File: config.mk
export PLATFORM = sky130hd
export DESIGN_NAME = mmio_console_responder
export DESIGN_NICKNAME = d
export VERILOG_FILES = /design/src/rtl/mmio_console_pkg.sv /design/src/rtl/byte_fifo.sv /design/src/rtl/mmio_console_responder.sv
export SDC_FILE = /design/constraint.sdc
export NUM_CORES = 1
export LEC_CHECK = 0
export BUFFER_PORTS_ARGS = -buffer_cell sky130_fd_sc_hd__buf_2
export CORE_ASPECT_RATIO = 1.2
export CORE_UTILIZATION = 30
export DETAILED_ROUTE_END_ITERATION = 16
export PLACE_DENSITY = 0.52
export SLEW_MARGIN = 0
export SYNTH_ARGS = -nofsm -noshare
export SYNTH_HDL_FRONTEND = slang
export SYNTH_SLANG_ARGS = --single-unit
File: constraint.sdc
create_clock -name clock -period 4.8 [get_ports clock]
set_input_delay 0 -clock clock [delete_from_list [all_inputs] [get_ports clock]]
set_output_delay 0 -clock clock [all_outputs]
set_load 0.01 [all_outputs]
File: src/rtl/mmio_console_pkg.sv
// rtl/mmio_console_pkg.sv - shared constants and status packing for the MMIO console responder
package mmio_console_pkg;

  localparam logic [31:0] DEFAULT_BASE_ADDR  = 32'h1100_0000;
  localparam int          DEFAULT_FIFO_DEPTH = 8;

  // Word offsets within the 16-byte window (bus_address[3:2])
  localparam logic [1:0] TXDATA_OFS = 2'd0;
  localparam logic [1:0] STATUS_OFS = 2'd1;
  localparam logic [1:0] CYCLE_OFS  = 2'd2;

  // STATUS register layout
  localparam int STATUS_EMPTY_BIT    = 0;
  localparam int STATUS_FULL_BIT     = 1;
  localparam int STATUS_OVERFLOW_BIT = 2;
  localparam int STATUS_COUNT_LSB    = 8;

  function automatic logic [31:0] pack_status(input logic       empty,
                                              input logic       full,
                                              input logic       overflow,
                                              input logic [7:0] count);
    logic [31:0] s;
    s = '0;
    s[STATUS_EMPTY_BIT]          = empty;
    s[STATUS_FULL_BIT]           = full;
    s[STATUS_OVERFLOW_BIT]       = overflow;
    s[STATUS_COUNT_LSB +: 8]     = count;
    return s;
  endfunction

endpackage

File: src/rtl/byte_fifo.sv
// rtl/byte_fifo.sv - 8-bit synchronous FIFO with occupancy count and zeroed head when empty
module byte_fifo #(
  parameter int DEPTH = 8
) (
  input  logic                     clock,
  input  logic                     reset_n,
  input  logic                     push,
  input  logic [7:0]               push_data,
  input  logic                     pop,
  output logic [7:0]               pop_data,
  output logic                     full,
  output logic                     empty,
  output logic [$clog2(DEPTH):0]   count
);

  localparam int AW = $clog2(DEPTH);
  localparam int CW = AW + 1;

  logic [7:0]    mem [DEPTH];
  logic [AW-1:0] rd_ptr;
  logic [AW-1:0] wr_ptr;
  logic          do_push;
  logic          do_pop;

  // A push into a full FIFO is only taken when the head leaves on the same edge
  assign do_pop   = pop & ~empty;
  assign do_push  = push & (~full | do_pop);
  assign empty    = (count == '0);
  assign full     = (count == CW'(DEPTH));
  assign pop_data = empty ? 8'h00 : mem[rd_ptr];

  // Pointers wrap naturally because DEPTH is a power of two
  always_ff @(posedge clock or negedge reset_n) begin
    if (!reset_n) begin
      rd_ptr <= '0;
      wr_ptr <= '0;
      count  <= '0;
    end else begin
      if (do_push) wr_ptr <= wr_ptr + AW'(1);
      if (do_pop)  rd_ptr <= rd_ptr + AW'(1);
      if (do_push && !do_pop)      count <= count + CW'(1);
      else if (do_pop && !do_push) count <= count - CW'(1);
    end
  end

  // Storage array needs no reset; empty gating hides stale entries
  always_ff @(posedge clock) begin
    if (do_push) mem[wr_ptr] <= push_data;
  end

endmodule

File: src/rtl/mmio_console_responder.sv
// rtl/mmio_console_responder.sv - MMIO window with TX byte FIFO, status/overflow and cycle counter
module mmio_console_responder
  import mmio_console_pkg::*;
#(
  parameter logic [31:0] BASE_ADDR  = DEFAULT_BASE_ADDR,
  parameter int          FIFO_DEPTH = DEFAULT_FIFO_DEPTH
) (
  input  logic        clock,
  input  logic        reset_n,
  input  logic [31:0] bus_address,
  input  logic        bus_read_enable,
  input  logic        bus_write_enable,
  input  logic [3:0]  bus_byte_enable,
  input  logic [31:0] bus_write_data,
  output logic [31:0] bus_read_data,
  output logic        hit,
  output logic        tx_valid,
  output logic [7:0]  tx_data,
  input  logic        tx_ready
);

  localparam int CW = $clog2(FIFO_DEPTH) + 1;

  logic [1:0]    offset;
  logic          wr_lane0;
  logic          tx_push;
  logic          tx_pop;
  logic          fifo_full;
  logic          fifo_empty;
  logic [CW-1:0] fifo_count;
  logic          overflow;
  logic          overflow_set;
  logic          overflow_clear;
  logic [31:0]   cycle_count;
  logic [31:0]   status_word;
  logic          unused_bits;

  assign hit      = (bus_address[31:4] == BASE_ADDR[31:4]);
  assign offset   = bus_address[3:2];
  assign wr_lane0 = hit & bus_write_enable & bus_byte_enable[0];
  assign tx_push  = wr_lane0 & (offset == TXDATA_OFS);
  assign tx_valid = ~fifo_empty;
  assign tx_pop   = tx_valid & tx_ready;

  // Dropped byte only when full and the sink is not freeing a slot this edge
  assign overflow_set   = tx_push & fifo_full & ~tx_pop;
  assign overflow_clear = wr_lane0 & (offset == STATUS_OFS) & bus_write_data[STATUS_OVERFLOW_BIT];

  byte_fifo #(
    .DEPTH (FIFO_DEPTH)
  ) u_tx_fifo (
    .clock     (clock),
    .reset_n   (reset_n),
    .push      (tx_push),
    .push_data (bus_write_data[7:0]),
    .pop       (tx_pop),
    .pop_data  (tx_data),
    .full      (fifo_full),
    .empty     (fifo_empty),
    .count     (fifo_count)
  );

  // Sticky overflow flag; a new overflow beats a simultaneous clear
  always_ff @(posedge clock or negedge reset_n) begin
    if (!reset_n) overflow <= 1'b0;
    else          overflow <= overflow_set | (overflow & ~overflow_clear);
  end

  // Free-running cycle counter, wraps at 2^32
  always_ff @(posedge clock or negedge reset_n) begin
    if (!reset_n) cycle_count <= '0;
    else          cycle_count <= cycle_count + 32'd1;
  end

  assign status_word = pack_status(fifo_empty, fifo_full, overflow, 8'(fifo_count));

  // Load mux reflects pre-edge state, so a same-cycle store is not yet visible
  always_comb begin
    bus_read_data = 32'h0;
    if (hit && bus_read_enable) begin
      case (offset)
        STATUS_OFS: bus_read_data = status_word;
        CYCLE_OFS:  bus_read_data = cycle_count;
        default:    bus_read_data = 32'h0;
      endcase
    end
  end

  assign unused_bits = ^{bus_address[1:0], bus_byte_enable[3:1], bus_write_data[31:8]};

endmodule

; Word level (Yosys, flattened, before mapping)
; Memory sizes are Yosys's and may differ from the RTL's.
; Index checks and enable logic that the tools add are counted.
; W data, S select, Z words.
[totals]
elab_cells = 47
ramBits = 64
n_memories = 1
reg_bits = 43
inputBits = 73
out_inout_bits = 42
[classes]
n_reduce_logical = 8
eq_ne = 4
bitwise = 17
muxes = 7
add_sub_neg = 5
[mem_list]
columns = name, words, width, read_ports, rd_clocked_by_memory_dff, write_ports, line
row1 = u_tx_fifo.mem, 8, 8, 1, 0, 1, byte_fifo.sv:19  ; logic [7:0] mem [DEPTH];
[ops]
columns = operator, n
row1 = $pmux W32 S2, 1
row2 = $add A32 B1 Y32 const B, 1
row3 = $mux W32, 1
row4 = $eq A28 B25 Y1 const B, 1
row5 = $and A1 B1 Y1, 11
row6 = $mux W4, 2
row7 = $mux W8, 1
row8 = $add A3 B1 Y3 const B, 2
row9 = $add A4 B1 Y4 const B, 1
row10 = $eq A4 B4 Y1 const B, 1
row11 = $logic_not A4 Y1, 1
row12 = $not A1 Y1, 4
row13 = $sub A4 B1 Y4 const B, 1
row14 = $logic_and A1 B1 Y1, 3
row15 = $eq A2 B1 Y1 const B, 1
row16 = $eq A2 B2 Y1 const B, 1
row17 = $logic_not A1 Y1, 2
row18 = $logic_not A2 Y1, 1
row19 = $mux W1, 2
row20 = $or A1 B1 Y1, 2
row21 = $reduce_bool A2 Y1, 1

; Depth between registers and ports, before layout
; Gate-level depths: netlist of run 1.
[depth]
ltp_word = 10
ltp_mapped = 12
mapped_depth_nobuf = 11

; Hierarchy
; A second synthesis of run 1 with hierarchy kept.
[hier_totals]
cells_unflattened = 353
area_unflattened_um2 = 4908.5
[modules_own_cells]
columns = module, n_inst, seq_area_each_um2, area_per_inst_um2, cells_per_inst
row1 = byte_fifo, 1, 2172.1, 3056.7, 158
row2 = mmio_console_responder, 1, 825.8, 1851.8, 195

; Least setup slack after synthesis of run 1
; OpenSTA, ideal clock, no wires.
[synth_timing]
path_type = register -> register
from = reg u_tx_fifo.count[0]
to = reg u_tx_fifo.count[3]
synth_period_minus_slack_ps = 2607
setup_slack_ps = 2193
t_arrival_ps = 2527
setup_time_ps = 80
n_path_buf = 1
stages_incl_launch_ff = 12
cell_sequence = dfrtp_1 > or3_1 > nor2_1 > nor4_4 > buf_6 > ha_1 > inv_1 > ha_1 > a21o_1 > a21oi_1 > mux2i_1 > xnor2_1
[synth_via]
elab_chain_cells = 9
word_cells_on_any_way = 17
classes_between = add/sub: 2 / eq/ne: 1 / mux: 2 / bitwise: 6 / reduce/logical: 6
[synth_rtl]
columns = element, line
row1 = "start, declared", byte_fifo.sv:13  ; output logic [$clog2(DEPTH):0] count
row2 = "start signal, assigned", byte_fifo.sv:41  ; if (do_push && !do_pop) count <= count + CW'(1);
row3 = "start signal, assigned", byte_fifo.sv:42  ; else if (do_pop && !do_push) count <= count - CW'(1);
row4 = $logic_not A4 Y1, byte_fifo.sv:28  ; assign empty = (count == '0);
row5 = $not A1 Y1, "byte_fifo.sv:26, mmio_console_responder.sv:42"
row6 = $and A1 B1 Y1, mmio_console_responder.sv:43  ; assign tx_pop = tx_valid & tx_ready;
row7 = $and A1 B1 Y1, byte_fifo.sv:26  ; assign do_pop = pop & ~empty;
row8 = $or A1 B1 Y1 (*), byte_fifo.sv:27  ; assign do_push = push & (~full | do_pop);
row9 = $and A1 B1 Y1 (*), byte_fifo.sv:27
row10 = named net u_tx_fifo.do_push, byte_fifo.sv:22  ; logic do_push;
row11 = $logic_not A1 Y1, byte_fifo.sv:42
row12 = $logic_and A1 B1 Y1, byte_fifo.sv:42
row13 = $reduce_bool A2 Y1 (no line), n/a
; The timed path passes the listed nets; every way through them passes the cells marked *. The select of a mux whose other input is x is not followed.
; A chain may end at the register's enable or synchronous reset.

; Final worst setup path of run 1
[layout_timing]
from = reg u_tx_fifo.count[0]
to = reg u_tx_fifo.count[3]
[layout_via]
elab_chain_cells = 9
word_cells_on_any_way = 17
classes_between = add/sub: 2 / eq/ne: 1 / mux: 2 / bitwise: 6 / reduce/logical: 6
[layout_rtl]
columns = element, line
row1 = $logic_not A4 Y1, byte_fifo.sv:28
row2 = $not A1 Y1, "byte_fifo.sv:26, mmio_console_responder.sv:42"
row3 = $and A1 B1 Y1, mmio_console_responder.sv:43
row4 = $and A1 B1 Y1, byte_fifo.sv:26
row5 = $or A1 B1 Y1, byte_fifo.sv:27
row6 = $and A1 B1 Y1, byte_fifo.sv:27
row7 = $logic_not A1 Y1, byte_fifo.sv:42
row8 = $logic_and A1 B1 Y1, byte_fifo.sv:42
row9 = $reduce_bool A2 Y1 (no line), n/a
; Several ways; a longest one is shown, not always the timed one. The select of a mux whose other input is x is not followed.

==> results of run 1 <==
## Yosys cell counts, types with 5 or more instances
cell type  instances
inv_1              8
nor4_4             5
mux4_2            16
xnor2_1           31
mux2i_1            9
ha_1               9
nand3_1           16
nand2_1           16
nor2_1            25
nand4_1           15
and2_1            24
dfrtp_1           43
buf_2              6
nor4_1             5
xor2_1             6
a22oi_1            5
and3_1             5
edfxtp_1          64
## what timing repair did
item                       4_1_cts  5_1_grt
gates resized for setup          0        0
hold endpoints to repair       108        0
hold buffers                    10        0
setup endpoints to repair        0        0
## worst max-delay path, cell delays in order (launching register included)
cell and delay (ns):
dfrtp_1 0.45, or3_1 0.49, nor2_4 0.33, inv_2 0.07, nand2_1 0.14, ha_1 0.18, inv_1 0.09, ha_1 0.28
a21o_1 0.17, a21oi_1 0.18, mux2i_1 0.24, xnor2_1 0.14
## power breakdown
| group | switching [µW] | internal [µW] |
|---|---|---|
| Sequential | 0.00128 | 975 |
| Combinational | 28.6 | 22.3 |
| Clock | 362 | 370 |
| Total | 390 | 1370 |
## layer usage
metal	global-route usage, %	vias up	wire length, µm
met3	4.13	10	553
met1	16.0	1527	4650
li1	-	1495	-
met5	0	-	17
met4	3.36	2	96
met2	23.4	69	5580
## logic make-up (layout without fill, tap and decap cells)
group | count (synthesis) | count (layout)
mux | 28 | 28
fa+ha+maj | 10 | 10
buf+inv | 21 | 121
compound gates | 11 | 11
flops | 107 | 107
other cells | 0 | 1
xor+xnor | 37 | 37
simple gates | 136 | 136
## sequential cells by signal (all words and copies together) (netlist names)
name,count
overflow,1
u_tx_fifo.mem,64
cycle_count,32
u_tx_fifo.rd_ptr,3
u_tx_fifo.wr_ptr,3
u_tx_fifo.count,4
## metrics by stage
step / utilization, % / hold slack (ns) / instance area (µm²) / total power (µW)
after global placement: 34.7 / 0.224 / 5650 / 1040
after detailed placement: 34.7 / 0.232 / 5650 / 1040
after CTS: 37.2 / 0.0162 / 6050 / 1780
after global routing: 37.2 / 0.0473 / 6050 / 1820
final: 37.2 / 0.0253 / 6050 / 1760
after floorplan: - / -0.296 / 5010 / 1000
## layout make-up
class                           instances  area (µm²)  area share [%]
Sequential cell                       107        3000            49.6
Multi-Input combinational cell        222        1920            31.8
Timing Repair Buffer                   96         533            8.81
Tap cell                              212         265            4.38
Clock buffer                            9         225            3.72
Clock inverter                          7        70.1            1.16
Inverter                                9        33.8           0.558
Antenna cell                            1        2.50          0.0414
## worst max-delay path by stage
| stage | end | slack (ns) | depth (start not counted) |
|---|---|---|---|
| after floorplan | u_tx_fifo.count[3]$_DFFE_PN0P_ | 2.19 | 11 |
| after global placement | u_tx_fifo.count[3]$_DFFE_PN0P_ | 1.94 | 11 |
| after detailed placement | u_tx_fifo.count[3]$_DFFE_PN0P_ | 1.94 | 11 |
| after CTS | u_tx_fifo.count[3]$_DFFE_PN0P_ | 1.91 | 11 |
| after global routing | u_tx_fifo.count[3]$_DFFE_PN0P_ | 1.74 | 11 |
| final | u_tx_fifo.count[3]$_DFFE_PN0P_ | 1.95 | 11 |
==> run metrics, run 1 <==
RD Place Congestion 0.790; Hold WC Path Type in -> reg; peak supply drop ~0.14 mV; sequential-to-total area share from yosys stat 59.8%; Crit path required time a little over 5 ns; Core Area around 16,000 µm²; fmax between 300 and 400 MHz; Max Cap Viol 0; Setup TNS 0 ns; Clock Latency Late Sink 0.35 ns; Setup Skew ~0.01 ns; R2R Path Start u_tx_fifo.count[0]$_DFFE_PN0P_; Total GRT Usage 13.4%; main combinational cell family by area after synthesis simple AND/OR/NAND/NOR gates; Post-CTS Setup Inserts 0; path depth of the worst reg2reg path 11; commonest cells after routing, fill and taps aside buf_2 (85), edfxtp_1 (64), dfrtp_1 (43); htree depth 3; Synth Area in XOR/XNOR 6.46%; Die W between 100 and 150 µm; mapped cell area ~5000 µm²; signal arrival time at the worst endpoint ~3.1 ns; Synth top area share 38.3%; Post-Synth Simple-Gate Area between 10% and 20%; Filler Cells Inserted 1,618; CP Capture Type flop; DR vias/cell approximately 4.7; DR vias just over 3k; status finished, final reports clean; First-pass DRT Iterations 4; first-pass GRT wire length 17,200 µm; Final nets roughly 530; # rows 51; RSZ-0062 raised after global routing false; PnR worst setup slack roughly 2.0 ns; period utilisation layout between 50% and 60%; yosys warns 0; Post-Synth Adder-Cell Area 2.65%; Die Area 17,200 µm²; Critical Path Source u_tx_fifo.count[0]$_DFFE_PN0P_; FFs w/ async S/R, synth about 40%; EDFF count, synth 64; Final Hold Viols 0; Most used DFF post-synth edfxtp_1; leak pwr 0.00239 µW; synth unique cells 44; minimum clock period between 2 and 3 ns; Setup Crit Path Kind reg -> reg; hold endpoint u_tx_fifo.wr_ptr[2]$_DFFE_PN0P_; mux cell area share after synthesis a little under 10%; Slew headroom approximately 30%; Synth Register Bits roughly 110; final std cells w/o fill between 600 and 700; CTS tree yes; Place WS 1.94 ns; Reg clk slew, reported paths 0.08 ns; IO Pins between 100 and 150; commonest non-fill, non-tap cell in the layout buf_2; # clock sinks approximately 110; Post-Route WL ~11,000 µm; CTS Root Cell clkbuf_16; largest net degree at the start of global routing 44; syn avg cell area ~14 µm²; Final HPWL DP ~7600 µm; grt ovf 0; worst-margin pin slew 1.05 ns; post-synthesis cell count 350; Layout area overhead 20.7%; Crit Path Max Fanout 10; DRT iter0 DRCs about 140; clk buf depth 2; worst r2r dst u_tx_fifo.count[3]$_DFFE_PN0P_; CTS buffer count 9; cell count after placement between 600 and 700; initial antenna violation count 2; Final Max Slew Viols 0; Die Y between 100 and 150 µm; compound-cell area share of the yosys netlist 1.47%; Starting Density 30.8%; reg-to-reg slack, setup 1.95 ns; vias in the first global route around 3.2k; share of cells above drive strength 1 between 20% and 30%; Hold Path Stages 4; power per cell area around 290 nW/µm²; drt wl/cell approximately 16 µm; Synth Net Count approximately 430; Antenna Violating Nets Remaining 0; main area contributors after synthesis edfxtp_1 (38%), dfrtp_1 (21%), mux4_2 (7.2%); Port Buffers 85; Yosys top cell by area edfxtp_1; startpoint types flop; final setup fails 0; HP Start bus_write_enable; DRC Markers 0
Power figures use the tool's default switching activity.
==> inputs of run 2 (changes only) <==
--- a/config.mk
+++ b/config.mk
@@ -9,7 +9,7 @@
 export CORE_ASPECT_RATIO = 1.2
 export CORE_UTILIZATION = 30
 export DETAILED_ROUTE_END_ITERATION = 16
-export PLACE_DENSITY = 0.52
+export PLACE_DENSITY = 0.54
 export SLEW_MARGIN = 0
 export SYNTH_ARGS = -nofsm -noshare
 export SYNTH_HDL_FRONTEND = slang
==> constraint.sdc (replaced) <==
create_clock -name clock -period 2.6 [get_ports clock]
set_input_delay 0 -clock clock [delete_from_list [all_inputs] [get_ports clock]]
set_output_delay 0 -clock clock [all_outputs]
set_load 0.01 [all_outputs]
==> run metrics, run 2 (same netlist as run 1, synthesis figures left out) <==
status finished, final reports clean; commonest cells after routing, fill and taps aside buf_2 (85), edfxtp_1 (64), dfrtp_1 (43); CP max stage delay 0.43 ns; clk buf depth 2; startpoint types flop; CTS tree yes; peak supply drop 0.276 mV; Setup TNS 0 ns; initial antenna violation count 1; Clock Latency Late Sink approximately 0.35 ns; worst path bufs/invs 1; vias in the first global route roughly 3.2k; DRC Markers 0; DR vias ~3.1k; share of cells above drive strength 1 approximately a third; leak pwr 0.00244 µW; signal arrival time at the worst endpoint around 2.6 ns; fmax about 420 MHz; Filler Cells Inserted between 1.5k and 2k; top layer used by detailed routing met4; Core Area between 15,000 and 20,000 µm²; Port Buffers 85; DRT iter0 DRCs a little under 200; Final HPWL DP 7380 µm; path depth of the worst reg2reg path 10; hold endpoint u_tx_fifo.wr_ptr[2]$_DFFE_PN0P_; # rows between 50 and 60; Layout area overhead 22.8%; placed cell area 5740 µm²; Routed met1 length around 4600 µm; reg-to-reg slack, setup between 0.2 and 0.25 ns; Final Max Slew Viols 0; Reg with most FFs u_tx_fifo.mem; Final nets approximately 540; critical path's slowest cell or3_4; fin area 6160 µm²; Crit path required time roughly 2.9 ns; IO Pins 115; CP Capture Type flop; Post-CTS Setup Inserts 0; Slew headroom 32.6%; final std cells w/o fill slightly below 700; Die Area approximately 17,000 µm²; CTS Root Cell clkbuf_16; worst path cell trace or3_4, nor2_2, nor4_4, ha_2, inv_1, ha_1, a21o_1, a21oi_1, mux2i_1, xnor2_1; met2 WL post-DR ~5200 µm; Setup Crit Path Kind reg -> reg; # clock sinks between 100 and 150; Setup Skew 0.00735 ns; power per cell area 537 nW/µm²; Antenna Violating Nets Remaining 0; minimum clock period about 2.4 ns; biggest regs u_tx_fifo.mem (64), cycle_count (32), u_tx_fifo.count (4); RSZ-0062 raised after global routing false; Hold Path Stages 4; CP top delay family simple AND/OR/NAND/NOR gates; Total GRT Usage between 10% and 20%; cell count after placement ~650; Starting Density roughly 31%; DR vias/cell approximately 4.7; Hold WC Path Type in -> reg; grt ovf 0; Final Hold Viols 0; HP Start bus_write_enable; utilization after layout 37.8%; Die W roughly 120 µm; final setup fails 0; Register Area 3000 µm²; max reg flops 64; period utilisation layout roughly nine tenths; Post-Route WL about 11,000 µm; drt wl/cell roughly 16 µm; commonest non-fill, non-tap cell in the layout buf_2; first-pass GRT wire length 17,100 µm; First-pass DRT Iterations 4; Die Y approximately 140 µm; R2R Path Start u_tx_fifo.count[0]$_DFFE_PN0P_; Max Cap Viol 0; Multi-input gate area approximately 1900 µm²; Reg clk slew, reported paths 0.07 ns; Crit Path Max Fanout 4; worst r2r dst u_tx_fifo.count[3]$_DFFE_PN0P_; htree depth 3; RD Place Congestion 0.794; CTS buffer count 9; final hold slack between 0.04 and 0.05 ns; worst-margin pin slew around 1.0 ns; largest net degree at the start of global routing 44; met3 routed WL 693 µm
run 2: worst max path at each step:
stage,depth (start not counted),end,start
floorplan,11,u_tx_fifo.count[3]$_DFFE_PN0P_,u_tx_fifo.count[0]$_DFFE_PN0P_
detailed placement,11,u_tx_fifo.count[3]$_DFFE_PN0P_,u_tx_fifo.count[0]$_DFFE_PN0P_
finish,10,u_tx_fifo.count[3]$_DFFE_PN0P_,u_tx_fifo.count[0]$_DFFE_PN0P_
global route,10,u_tx_fifo.count[3]$_DFFE_PN0P_,u_tx_fifo.count[0]$_DFFE_PN0P_
CTS,11,u_tx_fifo.count[3]$_DFFE_PN0P_,u_tx_fifo.count[0]$_DFFE_PN0P_
global placement,11,u_tx_fifo.count[3]$_DFFE_PN0P_,u_tx_fifo.count[0]$_DFFE_PN0P_
run 2: metrics by stage:
stage,power [µW],setup slack (ns)
floorplan,1850,0.0330
global placement,1920,0.180
detailed placement,1920,0.132
CTS,3350,0.0872
global route,3430,0.0318
finish,3310,0.227
run 2: area by class of cell:
type,count,share of cell area (%)
Timing Repair Buffer,107,10.0
Clock buffer,10,3.72
Clock inverter,6,1.26
Tap cell,212,4.31
Sequential cell,107,48.7
Multi-Input combinational cell,222,31.4
Inverter,9,0.549
Antenna cell,1,0.0407
run 2: layer usage:
| layer | up-vias | track usage [%] |
|---|---|---|
| met2 | 84 | 22.5 |
| li1 | 1518 | - |
| met5 | - | 0 |
| met3 | 7 | 4.72 |
| met1 | 1538 | 16.1 |
| met4 | 0 | 3.95 |
run 2: repair_timing:
action                     in CTS  in global routing
setup endpoints to repair       0                  1
hold endpoints to repair      108                  0
hold buffers                   10                  0
gates resized for setup         0                  3
run 2: worst reg2reg max path, cell delays in order, from the launching register on:
cell	delay (ns)
dfrtp_1	0.39
or3_4	0.43
nor2_2	0.19
nor4_4	0.07
ha_2	0.19
inv_1	0.08
ha_1	0.24
a21o_1	0.18
a21oi_1	0.16
mux2i_1	0.23
xnor2_1	0.14
run 2: power by group:
part | internal (µW) | total, µW | leakage (µW) | switching (µW)
clock network | 769 | 1410 | 0.000148 | 643
logic | 41.3 | 94.1 | 0.00114 | 52.8
registers | 1800 | 1800 | 0.00116 | 0.00148
total | 2610 | 3310 | 0.00244 | 695
==> inputs of run 3 (changes only) <==
==> constraint.sdc (replaced) <==
create_clock -name clock -period 2.1 [get_ports clock]
set_input_delay 0 -clock clock [delete_from_list [all_inputs] [get_ports clock]]
set_output_delay 0 -clock clock [all_outputs]
set_load 0.01 [all_outputs]
==> run metrics, run 3 (same netlist as run 1, synthesis figures left out) <==
worst path cell trace or3_4, nor2_4, nor4_4, ha_4, inv_4, ha_4, a21o_1, a21oi_2, mux2i_1, xnor2_1; PnR worst setup slack -0.146 ns; critical path's slowest cell or3_4; RSZ-0062 raised after global routing true; status complete, but fails checks; Final Max Slew Viols 0; first-pass GRT wire length between 15,000 and 20,000 µm; Total GRT Usage 13.9%; Core Area roughly 16,000 µm²; HP Start bus_write_enable; final setup fails 2; leak pwr between 0.002 and 0.003 µW; Filler Cells Inserted about 1.6k; cell internal pwr 3130 µW; Final Hold Viols 0; # clock sinks around 110; Sequential Power Share between 50% and 60%; CP max stage delay roughly 0.44 ns; Setup TNS -0.248 ns; Antenna Violating Nets Remaining 0; Multi-input gate area just under 2000 µm²; grt ovf 0; Die W roughly 120 µm; startpoint types flop; clock power share a little over two fifths; Clock Latency Late Sink between 0.3 and 0.4 ns; peak supply drop between 0.3 and 0.4 mV; failing checks setup timing; Die Y around 140 µm; fmax about 450 MHz; initial antenna violation count 0; Register Area 3000 µm²; Final HPWL DP 7880 µm; signal arrival time at the worst endpoint 2.54 ns; Reg with most FFs u_tx_fifo.mem; DR vias/cell between 4 and 5; utilization after layout between 30% and 40%; biggest regs u_tx_fifo.mem (64), cycle_count (32), u_tx_fifo.count (4); IO Pins roughly 120; Setup Crit Path Kind reg -> reg; Layout area overhead 28.9%; DRT iter0 DRCs between 150 and 200; Reg clk slew, reported paths about 0.080 ns; final hold slack roughly 0.046 ns; Critical Path Most Common Cell ha_4; switch share a little under a quarter; worst-margin pin slew 1.00 ns; share of cells above drive strength 1 between 30% and 40%; Die Area roughly 17,000 µm²; DR vias 3,252; Critical Path Source u_tx_fifo.count[0]$_DFFE_PN0P_; max reg flops 64; largest net degree at the start of global routing between 40 and 50; Post-Route WL 11,100 µm; CTS buffer count 9; period utilisation layout 107%; First-pass DRT Iterations 4; minimum clock period between 2 and 2.5 ns; Crit Path Max Fanout 4; Setup Skew 0.0137 ns; R2R Path Start u_tx_fifo.count[0]$_DFFE_PN0P_; CTS tree yes; power per cell area roughly 630 nW/µm²; CP Capture Type flop; Final nets ~560; # rows around 50; clk buf depth 2; commonest non-fill, non-tap cell in the layout buf_2; n_diodes 0; Port Buffers 85; Switch Pwr a little over 900 µW; htree depth 3; vias in the first global route about 3.5k; CTS Root Cell clkbuf_16; Starting Density between 30% and 40%; DRC Markers 0; Slew headroom 33.1%; Hold WC Path Type in -> reg; commonest cells after routing, fill and taps aside buf_2 (85), edfxtp_1 (64), dfrtp_1 (41); Comb pwr share under 10%; drt wl/cell 16.0 µm; Max Cap Viol 0; Crit path required time about 2.4 ns; RD Place Congestion around 0.75
## run 3: power by group through the flow
stage	Sequential (µW)	Clock (µW)	Combinational, µW
5_1_grt	2230	1820	132
3_5_place_dp	2280	0	106
6_report	2230	1690	118
4_1_cts	2230	1770	121
3_3_place_gp	2280	0	104
2_1_floorplan	2280	0	18.1
## run 3: worst max-delay path, delay by kind of cell (launching register included)
kind	cells	cell delay [ns]
DFF	1	0.38
AOI/OAI and AO/OA	2	0.33
and+or+nand+nor	3	0.66
adders and majority gates	2	0.36
buffers and inverters	1	0.07
xor gates and xnor gates	1	0.13
muxes	1	0.25
## run 3: metal layers
layer	vias to the layer above	part of all wire, %	track usage [%]
li1	1558	-	-
met5	-	0	0
met4	0	1.3	4.47
met1	1597	44	16.3
met2	84	50	24.4
met3	13	4.5	3.65
## run 3: through the flow
stage / area (µm²) / setup slack [ns] / instances / total power (µW)
floorplan: 5070 / -0.209 / 350 / 2290
global placement: 6000 / -0.129 / 660 / 2380
detailed placement: 6000 / -0.216 / 660 / 2380
CTS: 6430 / -0.148 / 690 / 4120
global route: 6460 / -0.223 / 693 / 4180
finish: 6460 / -0.146 / 693 / 4040
## run 3: path summary, 6_finish.rpt
| check | to | slack [ns] | cells past startpoint |
|---|---|---|---|
| worst min register to register | cycle_count[31]$_DFF_PN0_ | 0.48 | 1 |
| worst min-delay path | u_tx_fifo.wr_ptr[2]$_DFFE_PN0P_ | 0.05 | 4 |
| worst max-delay path | u_tx_fifo.count[3]$_DFFE_PN0P_ | -0.15 | 10 |
| worst max register to register | u_tx_fifo.count[3]$_DFFE_PN0P_ | -0.15 | 10 |
| max in group asynchronous | u_tx_fifo.rd_ptr[1]$_DFFE_PN0N_ | 1.05 | 2 |
| min in group asynchronous | cycle_count[31]$_DFF_PN0_ | 0.34 | 2 |
## run 3: repair_timing
| action | 4_1_cts | 5_1_grt |
|---|---|---|
| cloned | 0 | 0 |
| endpoints found under the setup margin | 4 | 3 |
| hold buffers | 10 | 0 |
| pin swaps | 8 | 6 |
| endpoints found under the hold margin | 108 | 0 |
| resized for setup | 1 | 3 |
| buffers inserted | 4 | 3 |
## run 3: cell type report
| class | count | share of cell area, % |
|---|---|---|
| Sequential cell | 107 | 46.4 |
| Multi-Input combinational cell | 222 | 30.7 |
| Timing Repair Buffer | 127 | 13.6 |
| Tap cell | 212 | 4.10 |
| Clock buffer | 9 | 3.48 |
| Clock inverter | 7 | 1.16 |
| Inverter | 9 | 0.561 |
